File: config.mk
export PLATFORM = sky130hd
export DESIGN_NAME = mem_bus_decoder
export DESIGN_NICKNAME = d
export VERILOG_FILES = /design/src/rtl/mem_bus_decoder.sv
export SDC_FILE = /design/constraint.sdc
export NUM_CORES = 1
export LEC_CHECK = 0
export ABC_AREA = 1
export CORE_MARGIN = 2
export CORE_UTILIZATION = 48
export DETAILED_ROUTE_END_ITERATION = 8
export PLACE_DENSITY = 0.86
export REMOVE_ABC_BUFFERS = 1
export SYNTH_ARGS = -nofsm -noshare
export SYNTH_HDL_FRONTEND = slang
export SYNTH_SLANG_ARGS = --single-unit
File: constraint.sdc
create_clock -name clk -period 4.3 [get_ports clk]
set_clock_uncertainty 0.2 [all_clocks]
set_input_delay 0.645 -clock clk [delete_from_list [all_inputs] [get_ports clk]]
set_output_delay 0.645 -clock clk [all_outputs]
set_load 0.03 [all_outputs]
File: src/rtl/mem_bus_decoder.sv
// mem_bus_decoder: picorv32 native port to rom/ram/periph decoder with timeout and error response
module mem_bus_decoder #(
  parameter logic [31:0] ROM_BASE    = 32'h0000_0000,
  parameter logic [31:0] RAM_BASE    = 32'h0001_0000,
  parameter logic [31:0] PERIPH_BASE = 32'h8000_0000,
  parameter int          SLV_AW      = 10,
  parameter int          TIMEOUT     = 255,
  parameter logic [31:0] ERR_DATA    = 32'hDEAD_BEEF
) (
  input  logic              clk,
  input  logic              reset_n,
  input  logic              mem_valid,
  input  logic [31:0]       mem_addr,
  input  logic [31:0]       mem_wdata,
  input  logic [3:0]        mem_wstrb,
  output logic              mem_ready,
  output logic [31:0]       mem_rdata,
  output logic [SLV_AW-1:0] slv_addr,
  output logic [31:0]       slv_wdata,
  output logic [3:0]        slv_wstrb,
  output logic              rom_sel,
  output logic              ram_sel,
  output logic              per_sel,
  input  logic              rom_ready,
  input  logic              ram_ready,
  input  logic              per_ready,
  input  logic [31:0]       rom_rdata,
  input  logic [31:0]       ram_rdata,
  input  logic [31:0]       per_rdata,
  output logic              bus_err,
  output logic [31:0]       err_addr
);
  typedef enum logic [1:0] {IDLE, ACCESS, RESP} state_t;
  localparam logic [15:0] TLAST = 16'(TIMEOUT - 1);
  state_t      state;
  logic [15:0] cnt;
  logic [31:0] req_addr;
  logic        rom_hit, ram_hit, per_hit, rdy;
  logic [31:0] rdata;
  always_comb begin
    rom_hit = mem_addr[31:12] == ROM_BASE[31:12];
    ram_hit = mem_addr[31:12] == RAM_BASE[31:12];
    per_hit = mem_addr[31:16] == PERIPH_BASE[31:16];
    rdy     = (rom_sel & rom_ready) | (ram_sel & ram_ready) | (per_sel & per_ready);
    rdata   = rom_sel ? rom_rdata : ram_sel ? ram_rdata : per_rdata;
  end
  // req_addr keeps the full address so a timeout reports it even if the CPU changed mem_addr
  always_ff @(posedge clk or negedge reset_n) begin
    if (!reset_n) begin
      state     <= IDLE;
      cnt       <= '0;
      req_addr  <= '0;
      mem_ready <= 1'b0;
      mem_rdata <= '0;
      slv_addr  <= '0;
      slv_wdata <= '0;
      slv_wstrb <= '0;
      rom_sel   <= 1'b0;
      ram_sel   <= 1'b0;
      per_sel   <= 1'b0;
      bus_err   <= 1'b0;
      err_addr  <= '0;
    end else begin
      case (state)
        IDLE: if (mem_valid) begin
          if (rom_hit | ram_hit | per_hit) begin
            slv_addr  <= mem_addr[SLV_AW+1:2];
            slv_wdata <= mem_wdata;
            slv_wstrb <= mem_wstrb;
            req_addr  <= mem_addr;
            rom_sel   <= rom_hit;
            ram_sel   <= !rom_hit && ram_hit;
            per_sel   <= !rom_hit && !ram_hit;
            cnt       <= '0;
            state     <= ACCESS;
          end else begin
            mem_ready <= 1'b1;
            mem_rdata <= ERR_DATA;
            bus_err   <= 1'b1;
            err_addr  <= mem_addr;
            state     <= RESP;
          end
        end
        ACCESS: if (rdy || cnt == TLAST) begin
          rom_sel   <= 1'b0;
          ram_sel   <= 1'b0;
          per_sel   <= 1'b0;
          mem_ready <= 1'b1;
          mem_rdata <= rdy ? rdata : ERR_DATA;
          bus_err   <= !rdy;
          err_addr  <= rdy ? err_addr : req_addr;
          state     <= RESP;
        end else begin
          cnt <= cnt + 16'd1;
        end
        RESP: begin
          mem_ready <= 1'b0;
          bus_err   <= 1'b0;
          state     <= IDLE;
        end
        default: state <= IDLE;
      endcase
    end
  end
endmodule
==> flow_metrics.py <==
metrics = {
    "clock_tree": {
        "post_cts_resized": 0,
        "clk_pin_slew_ns": 0.07,
        "cts_tree": "built",
        "clock-sinks": 155,
        "htreeDepth": 4,
        "clock-root-buffer": "clkbuf_16",
        "clockBufferDepth": 2,
        "hold_buffers": 0,
        "clk_latency_ns": 0.42,
        "cts_made_buffers": 17,
        "cts_setup_buffers": 0,
    },
    "power": {
        "seq_power_share_pct": 41.2,
        "p_leak_nw": 5.22,
        "powerDensity_nw_per_um2": 344,
        "total_power_w": 0.00382,
        "power_frac_comb_pct": 17.0,
        "ir_drop_mv": 0.258,
        "clkPwrFrac_pct": 41.8,
        "power.share.switching_pct": 25.7,
        "power.switching_w": 0.000980,
        "power.internal_w": 0.00284,
    },
    "routing": {
        "drc": 0,
        "num_vias": 7465,
        "ant_nets": 0,
        "wirelength_um": 22600,
        "via_per_inst": 5.14,
        "drtIter0Drc": 470,
        "dr.pass1.iters": 5,
        "wl_per_cell_um": 15.6,
    },
    "run_status": {
        "outcome": "complete, no violations",
    },
    "timing": {
        "fin_ws_ns": 1.19,
        "max_freq_ghz": 0.321,
        "worst_hold_slack_ns": 0.0784,
        "slew_headroom_pct": 28.0,
        "fin_crit_ns": 3.11,
        "final_max_slew_viol_count": 0,
        "fin_setup_tns_ns": 0,
        "setup_violations": 0,
        "finalHoldViolations": 0,
        "fin_crit_sh_pct": 72.4,
        "rsz0062_at_grt": "no",
        "worst_pin_slew_ns": 1.08,
    },
    "worst_setup_path": {
        "critPathMaxStageDelay_ns": 0.41,
        "start_kind": "primary input",
        "end_kind": "register",
        "required_ns": 4.38,
        "worstPathMaxFanout": 53,
        "r2r_cells": 12,
        "critPathBufInv": 3,
        "worst_r2r_endpoint": "err_addr[17]",
        "crit_chain": "clkdlybuf4s50_1 -> nor2_1 -> nand2_1 -> nor2_1 -> nand3_2 -> nand3_2 -> buf_4 -> nand2_4 -> buf_4 -> nand3_1 -> o21ai_0",
        "slowest_stage": "clkdlybuf4s50_1",
        "r2r_setup_slack_ns": 1.53,
        "r2r_start": "cnt[0]",
        "criticalPathCategory": "in -> reg",
        "cpLargestDelayFamily": "simple AND/OR/NAND/NOR gates",
        "worstPathArrival_ns": 3.19,
    },
    "min_path": {
        "hp-class": "in -> async",
    },
    "die": {
        "rows": 46,
        "fp.coreArea_um2": 15700,
        "dieHeight_um": 130,
        "pin_count": 285,
        "die_x_um": 130,
        "start_util_pct": 48.6,
        "die-area_um2": 16900,
    },
    "yosys": {
        "yosys_warnings": 0,
        "async_flop_share_pct": 100,
        "yosysTopAreaCell": "dfrtp_1",
        "netlist_area_um2": 7630,
        "synth-edff-count": 0,
        "synthFlopType": "dfrtp_1",
        "synth-seq-cells": 155,
        "syn_avg_cell_area_um2": 7.80,
        "ys_types": 30,
        "syn-instance-count": 978,
        "synthTopCellsByArea": "dfrtp_1 51%, nand2_1 14%, nor2_1 5.9%, o21ai_0 5.2%, nand3_1 3.5%",
        "synth_top_area_share_pct": 50.8,
        "seq_area_frac_synth_pct": 50.8,
    },
    "grt": {
        "grt_usage_pct": 26.6,
        "grt_pass1_wl_um": 35100,
        "grt_max_degree": 102,
        "grt_pass1_vias": 7049,
        "grt-ovfl-total": 0,
        "antenna_found_initial": 3,
    },
    "place": {
        "place_ws_ns": 0.727,
        "portBuffers": 284,
        "dp_hpwl_um": 15800,
        "placed_area_um2": 10500,
        "gp_congestion": 0.886,
    },
    "cells_and_area": {
        "drive_above_1_share_pct": 5.03,
        "stdcell_area_um2": 11100,
        "synthToLayoutAreaGrowth_pct": 45.3,
        "nets": 1391,
    },
    "run": {
        "maxCapViolCount": 0,
    },
}
## Yosys cell counts, types with 2 or more instances
| library cell | instances |
|---|---|
| buf_2 | 22 |
| a211oi_1 | 25 |
| xor2_1 | 2 |
| nand3_2 | 4 |
| ha_1 | 2 |
| buf_4 | 13 |
| nor2_1 | 119 |
| o21ai_1 | 20 |
| nand2_4 | 2 |
| clkbuf_1 | 30 |
| dfrtp_1 | 155 |
| buf_1 | 2 |
| buf_6 | 6 |
| nand4_1 | 35 |
| nand3_1 | 53 |
| nand2_2 | 3 |
| nor2_2 | 4 |
| nor3_1 | 39 |
| o21ai_0 | 80 |
| inv_1 | 58 |
| a21oi_1 | 9 |
| nand2_1 | 287 |
## cell families (layout without fill, tap and decap cells)
family | Yosys count | after routing | share of synthesized area (%)
other | 0 | 3 | 0
flip-flops | 155 | 155 | 50.8
XOR/XNOR | 3 | 3 | 0.344
adder cells (fa/ha/maj) | 2 | 2 | 0.328
buffers and inverters | 133 | 387 | 8.15
AO/OA/AOI/OAI | 135 | 135 | 9.69
AND/OR/NAND/NOR | 550 | 550 | 30.7
## metrics by stage
step	instances	utilization [%]
5_1_grt	1451	70.6
3_3_place_gp	1416	66.5
3_5_place_dp	1416	66.5
2_1_floorplan	904	-
4_1_cts	1448	70.5
6_report	1451	70.6
## cells in the final DEF, fill, tap and decap left out, types with 3 or more instances in the layout
| cell | netlist | final |
|---|---|---|
| buf_4 | 13 | 11 |
| nand3_2 | 4 | 4 |
| o21ai_1 | 20 | 20 |
| nor2_2 | 4 | 5 |
| nor2_1 | 119 | 118 |
| inv_1 | 58 | 58 |
| nand2_2 | 3 | 4 |
| a211oi_1 | 25 | 25 |
| clkinv_2 | 0 | 4 |
| a21oi_1 | 9 | 9 |
| nand2_1 | 287 | 286 |
| diode_2 | 0 | 3 |
| o21ai_0 | 80 | 80 |
| clkinvlp_4 | 0 | 4 |
| nand4_1 | 35 | 35 |
| nand3_1 | 53 | 53 |
| clkdlybuf4s50_1 | 0 | 283 |
| clkbuf_16 | 0 | 17 |
| dfrtp_1 | 155 | 154 |
| bufinv_16 | 0 | 4 |
| nor3_1 | 39 | 39 |
## sequential cells by signal (all words and copies together), names as in the netlist
name,count
state,2
slv_addr,9
req_addr,23
ram_sel,1
per_sel,1
slv_wstrb,4
mem_rdata,32
rom_sel,1
err_addr,32
mem_ready,1
slv_wdata,32
bus_err,1
cnt,16
## power by group through the flow
stage	registers, W	clock network (W)	logic, W
after floorplan	0.00174	0	0.000119
after global placement	0.00159	0	0.000645
after detailed placement	0.00160	0	0.000653
after CTS	0.00157	0.00162	0.000655
after global routing	0.00158	0.00169	0.000698
final	0.00157	0.00159	0.000650
## routing by layer
metal  share of wire (%)  up-vias  global-route usage (%)
met5                   0        -                       0
met3                 9.3       43                    8.28
met4                 2.9        0                    11.6
li1                    -     3663                       -
met2                  49      274                    44.4
met1                  39     3485                    31.9
## cell type report
cell class | count | area (um^2)
clock inverter | 12 | 170
fill | 1223 | 4620
multi-input combinational | 690 | 3140
clock buffer | 20 | 457
sequential | 155 | 3880
inverter | 59 | 221
timing repair buffer | 296 | 2950
tap | 216 | 270
antenna | 3 | 7.51
## worst max path at each step
stage / startpoint / endpoint / slack [ns] / cells after the start
after floorplan: rom_sel / bus_err / 0.56 / 6
after global placement: mem_addr[13] / cnt[3] / 0.78 / 11
after detailed placement: mem_addr[13] / cnt[13] / 0.73 / 10
after CTS: mem_addr[13] / cnt[3] / 1.15 / 11
after global routing: mem_addr[16] / cnt[5] / 0.89 / 12
final: mem_addr[13] / cnt[3] / 1.19 / 11
Note: power is estimated with default switching activity, not from simulation.
